===== config.mk =====
export PLATFORM = sky130hd
export DESIGN_NAME = score_ctrl
export DESIGN_NICKNAME = d
export VERILOG_FILES = /design/src/rtl/score_ctrl.sv
export SDC_FILE = /design/constraint.sdc
export NUM_CORES = 1
export LEC_CHECK = 0
export CAP_MARGIN = 20
export CORE_AREA = 2 2 98 76
export CTS_CLUSTER_DIAMETER = 30
export DETAILED_ROUTE_END_ITERATION = 8
export DIE_AREA = 0 0 100 78
export PLACE_DENSITY = 0.66
export SYNTH_ARGS = -nofsm -noshare
export SYNTH_HDL_FRONTEND = slang
export SYNTH_SLANG_ARGS = --single-unit

===== constraint.sdc =====
create_clock -name CLK -period 5.25 [get_ports CLK]
set_clock_uncertainty 0.15 [all_clocks]
set_input_delay 0.525 -clock CLK [delete_from_list [all_inputs] [get_ports CLK]]
set_output_delay 0.525 -clock CLK [all_outputs]
set_load 0.01 [all_outputs]

===== src/rtl/score_ctrl.sv =====
// rtl/score_ctrl.sv - four-requester BCD score accumulator with round-robin arbitration
module score_ctrl #(
  parameter logic [3:0] PTS0 = 4'd1,
  parameter logic [3:0] PTS1 = 4'd2,
  parameter logic [3:0] PTS2 = 4'd3,
  parameter logic [3:0] PTS3 = 4'd5
) (
  input  logic        CLK,
  input  logic        RST,
  input  logic        CLR,
  input  logic [3:0]  HIT,
  output logic [15:0] SCORE,
  output logic [3:0]  ACK,
  output logic        BUSY,
  output logic        OVF,
  output logic        LOST
);

  typedef enum logic [1:0] {IDLE, ADD, DONE} state_t;

  state_t      state_q, state_d;
  logic [3:0]  hit_q;
  logic [3:0]  pend_q, pend_d;
  logic [1:0]  ptr_q, ptr_d;
  logic [1:0]  sel_q, sel_d;
  logic [15:0] work_q, work_d;
  logic [3:0]  carry_q, carry_d;
  logic [1:0]  idx_q, idx_d;
  logic [15:0] score_q, score_d;
  logic [3:0]  ack_q, ack_d;
  logic        ovf_q, ovf_d;
  logic        lost_q, lost_d;

  logic [3:0]  edge_w;
  logic [3:0]  done_mask;
  logic        found;
  logic [1:0]  pick;
  logic [1:0]  cand;
  logic [4:0]  sum;
  logic [3:0]  digit;

  assign edge_w = HIT & ~hit_q;

  function automatic logic [3:0] pts_of(input logic [1:0] s);
    case (s)
      2'd0:    pts_of = PTS0;
      2'd1:    pts_of = PTS1;
      2'd2:    pts_of = PTS2;
      default: pts_of = PTS3;
    endcase
  endfunction

  // Round-robin pick: first pending requester at or above ptr, wrapping mod 4
  always_comb begin
    found = 1'b0;
    pick  = ptr_q;
    cand  = ptr_q;
    for (int k = 0; k < 4; k++) begin
      cand = ptr_q + 2'(k);
      if (!found && pend_q[cand]) begin
        found = 1'b1;
        pick  = cand;
      end
    end
  end

  // One BCD digit add per ADD cycle
  always_comb begin
    digit = work_q[{idx_q, 2'b00} +: 4];
    sum   = {1'b0, digit} + {1'b0, carry_q};
  end

  // Next-state, datapath and pending/drop bookkeeping; CLR overrides everything
  always_comb begin
    state_d   = state_q;
    ptr_d     = ptr_q;
    sel_d     = sel_q;
    work_d    = work_q;
    carry_d   = carry_q;
    idx_d     = idx_q;
    score_d   = score_q;
    ack_d     = 4'b0000;
    ovf_d     = ovf_q;
    done_mask = 4'b0000;

    case (state_q)
      IDLE: begin
        if (found) begin
          sel_d   = pick;
          work_d  = score_q;
          carry_d = pts_of(pick);
          idx_d   = 2'd0;
          state_d = ADD;
        end
      end
      ADD: begin
        if (sum > 5'd9) begin
          work_d[{idx_q, 2'b00} +: 4] = 4'(sum - 5'd10);
          carry_d = 4'd1;
        end else begin
          work_d[{idx_q, 2'b00} +: 4] = sum[3:0];
          carry_d = 4'd0;
        end
        idx_d = idx_q + 2'd1;
        if (idx_q == 2'd3) begin
          state_d = DONE;
          // Carry out of the top digit means the score would exceed 9999
          if (sum > 5'd9) begin
            work_d = 16'h9999;
            ovf_d  = 1'b1;
          end
        end
      end
      DONE: begin
        score_d   = work_q;
        ack_d     = 4'b0001 << sel_q;
        done_mask = 4'b0001 << sel_q;
        ptr_d     = sel_q + 2'd1;
        state_d   = IDLE;
      end
      default: state_d = IDLE;
    endcase

    // A fresh edge re-arms even the bit being retired this cycle
    pend_d = (pend_q & ~done_mask) | edge_w;
    lost_d = |(edge_w & pend_q & ~done_mask);

    if (CLR) begin
      score_d = 16'h0000;
      ovf_d   = 1'b0;
      pend_d  = 4'b0000;
      ptr_d   = 2'd0;
      state_d = IDLE;
      ack_d   = 4'b0000;
      lost_d  = 1'b0;
    end
  end

  // State registers; HIT history tracks HIT even in reset so held lines do not fire
  always_ff @(posedge CLK) begin
    hit_q <= HIT;
    if (RST) begin
      state_q <= IDLE;
      pend_q  <= 4'b0000;
      ptr_q   <= 2'd0;
      sel_q   <= 2'd0;
      work_q  <= 16'h0000;
      carry_q <= 4'd0;
      idx_q   <= 2'd0;
      score_q <= 16'h0000;
      ack_q   <= 4'b0000;
      ovf_q   <= 1'b0;
      lost_q  <= 1'b0;
    end else begin
      state_q <= state_d;
      pend_q  <= pend_d;
      ptr_q   <= ptr_d;
      sel_q   <= sel_d;
      work_q  <= work_d;
      carry_q <= carry_d;
      idx_q   <= idx_d;
      score_q <= score_d;
      ack_q   <= ack_d;
      ovf_q   <= ovf_d;
      lost_q  <= lost_d;
    end
  end

  assign SCORE = score_q;
  assign ACK   = ack_q;
  assign BUSY  = (state_q != IDLE);
  assign OVF   = ovf_q;
  assign LOST  = lost_q;

endmodule

==> metrics.md <==
| Metric | Value |
|---|---|
| Status | finished clean |
| Layout Nets | 409 |
| Compound-Gate Fraction of Synth Area | 22.7% |
| Height of the chip | 78 µm |
| Number of cells on the worst reg-to-reg path | 10 |
| Commonest non-fill, non-tap cell in the layout | nand2_1 |
| Hold path depth | 2 |
| Mapped Avg Cell Area | 8.29 µm² |
| Syn. warnings | 0 |
| P per Cell Area | 289 nW/µm² |
| Port buffer count | 29 |
| Layout cells sized above 1 | 7.18% |
| Synth area leaders | dfxtp_1 (38%), nand2_1 (8.0%), a21oi_1 (6.7%) |
| Post-Syn Nets | 387 |
| CTS clock-pin slew for the worst setup and hold paths | 60 ps |
| CP arrival | 4200 ps |
| Pin count of the biggest net entering global routing | 29 |
| Final Hold Viols | 0 |
| P_leak | 1.31 nW |
| Post-Route WL | 7910 µm |
| Async S/R FF share, synth | 0% |
| Main combinational cell family by area after synthesis | compound AO/OA/AOI/OAI gates |
| Slew HR | 42.4% |
| Main synth FF type | dfxtp_1 |
| Antenna-violating nets left | 0 |
| Rows | 26 |
| # DRC | 0 |
| Clk root buf | clkbuf_8 |
| Die ar. | 7800 µm² |
| Synth top area share | 37.9% |
| Worst Setup End Kind | flip-flop |
| Vias per Instance | 5.73 |
| Sum Neg Setup Slack | 0 ps |
| Critical path required time | 5340 ps |
| Number of flops mapped to enable cells by yosys | 0 |
| Minimum clock period | 4110 ps |
| Most frequent cells in the layout | nand2_1 (64), dfxtp_1 (57), a21oi_1 (40), nor2_1 (31), clkdlybuf4s50_1 (29) |
| Iter 0 DRT Violations | 199 |
| CP Launch Type | flip-flop |
| Post-CTS Setup Bufs | 0 |
| CORE AREA | 6770 µm² |
| Adder-cell share of the synthesized area | 7.32% |
| Final worst path period share | 78.3% |
| # diodes | 0 |
| TritonCTS Sinks | 57 |
| Chip width | 100 µm |
| Layout Area Growth over Synthesis | 17.9% |
| Synth Area in Simple Gates | 20.6% |
| First-pass GRT wire length | 12900 µm |
| Post-cts sizing count | 0 |
| Worst-Margin Slew | 863 ps |
| I/O pin count | 30 |
| CTS Hold Buffers Added | 0 |
| Total number of vias | 2715 |
| Flops & latches, synth | 57 |
| Hold Crit Class | reg -> reg |
| Proportion of synthesized area in mux cells | 4.86% |
| Vias in the first global route | 2512 |
| Max Cap Violations | 0 |
| Fmax | 0.243 GHz |
| Synth Area in XOR/XNOR | 0.582% |
| Register area share after synthesis | 37.9% |
| Worst Setup Path Type | reg -> reg |
| Placed insts | 457 |
| DR pass1 iterations | 5 |
| Initial antenna violation count | 0 |
| HPWL Detailed | 5520 µm |
| All-Layer GR Usage | 21.4% |
| Final Max Slew Viols | 0 |
| Crit path max fanout | 13 |
| Mapped Cells | 363 |
| Yosys cell types | 50 |
| Avg WL per Cell | 16.7 µm |
| Initial Util | 44.5% |
| Yosys top cell by area | dfxtp_1 |
| Overflow after GRT | 0 |
| Clk buf depth | 2 |
| H-tree depth | 3 |
| Final setup fails | 0 |
| Cell area after synthesis | 3010 µm² |
| Worst skew pair latency | 330 ps |
| Max VDD drop | 0.168 mV |
| GPL Wtd Cong | 0.917 |
| CTS tree | built |
| Layout Cells excl Fill | 474 |
| RSZ-0062 raised after global routing | false |
| TritonCTS buffer count | 9 |
==> layout make-up <==
class | instances | area [µm²]
fillers | 620 | 3220
multi-input cells | 265 | 1690
flip-flops and latches | 57 | 1140
repair buffers | 33 | 338
clock buffers | 14 | 173
well taps | 84 | 105
inverters | 19 | 71.3
clock inverters | 2 | 35.0
==> final timing paths <==
check                 from   endpoint  slack (ps)
hold / removal    SCORE[1]   SCORE[1]         320
hold reg to reg   SCORE[1]   SCORE[1]         320
setup / recovery  idx_q[0]  work_q[9]        1140
setup reg to reg  idx_q[0]  work_q[9]        1140
==> cell families after synthesis <==
kind of cell,count (synthesis)
and+or+nand+nor,136
AOI/OAI and AO/OA,103
DFF,57
buffers and inverters,41
adders and majority gates,17
muxes,7
xor gates and xnor gates,2
==> critical path, cell delays in order, from the launching register on <==
cell and delay, ps:
dfxtp_1 610, mux4_1 620, ha_1 420, xor2_1 350, ha_1 340, nor2b_1 160, o31ai_1 100, a32o_2 380
a21o_2 360, o311a_1 320, a211oi_1 220
==> Yosys cell counts (6+ instances only) <==
library cell / n
a211oi_1: 6
a21oi_1: 40
and3_1: 6
clkbuf_1: 18
dfxtp_1: 57
ha_1: 16
inv_1: 19
nand2_1: 64
nand2b_1: 8
nor2_1: 31
nor2b_1: 8
o21ai_0: 14
==> metrics by stage <==
stage	worst slack, ps	total power, mW	area [µm²]	hold slack (ps)	util [%]
3_3_place_gp	1290	0.597	3320	308	49.0
2_1_floorplan	1610	0.564	3010	290	-
6_report	1140	1.02	3550	320	52.4
5_1_grt	848	1.07	3550	334	52.4
3_5_place_dp	1190	0.599	3320	313	49.0
4_1_cts	1150	1.03	3520	324	52.1
==> sequential cells by signal, indices dropped and copies added (netlist names), 3 cells and up <==
register	cells
ACK	4
SCORE	16
carry_q	3
hit_q	4
pend_q	4
work_q	16
==> power by group <==
part           leakage (nW)  internal (mW)  switching [mW]
sequential            0.463          0.446          0.0159
clock                 0.107          0.258           0.171
combinational         0.745         0.0516          0.0816
==> layer usage <==
layer  global-route usage (%)  up-vias  part of all wire [%]  routed length (µm)
li1                         -     1324                     -                   -
met1                     32.2     1277                    52                4080
met2                     30.3      104                    41                3220
met3                     4.05       10                   6.0                 475
met4                     7.67        0                   1.6                 124
met5                        0        -                     0                   0
Note: power is estimated with default switching activity, not from simulation.
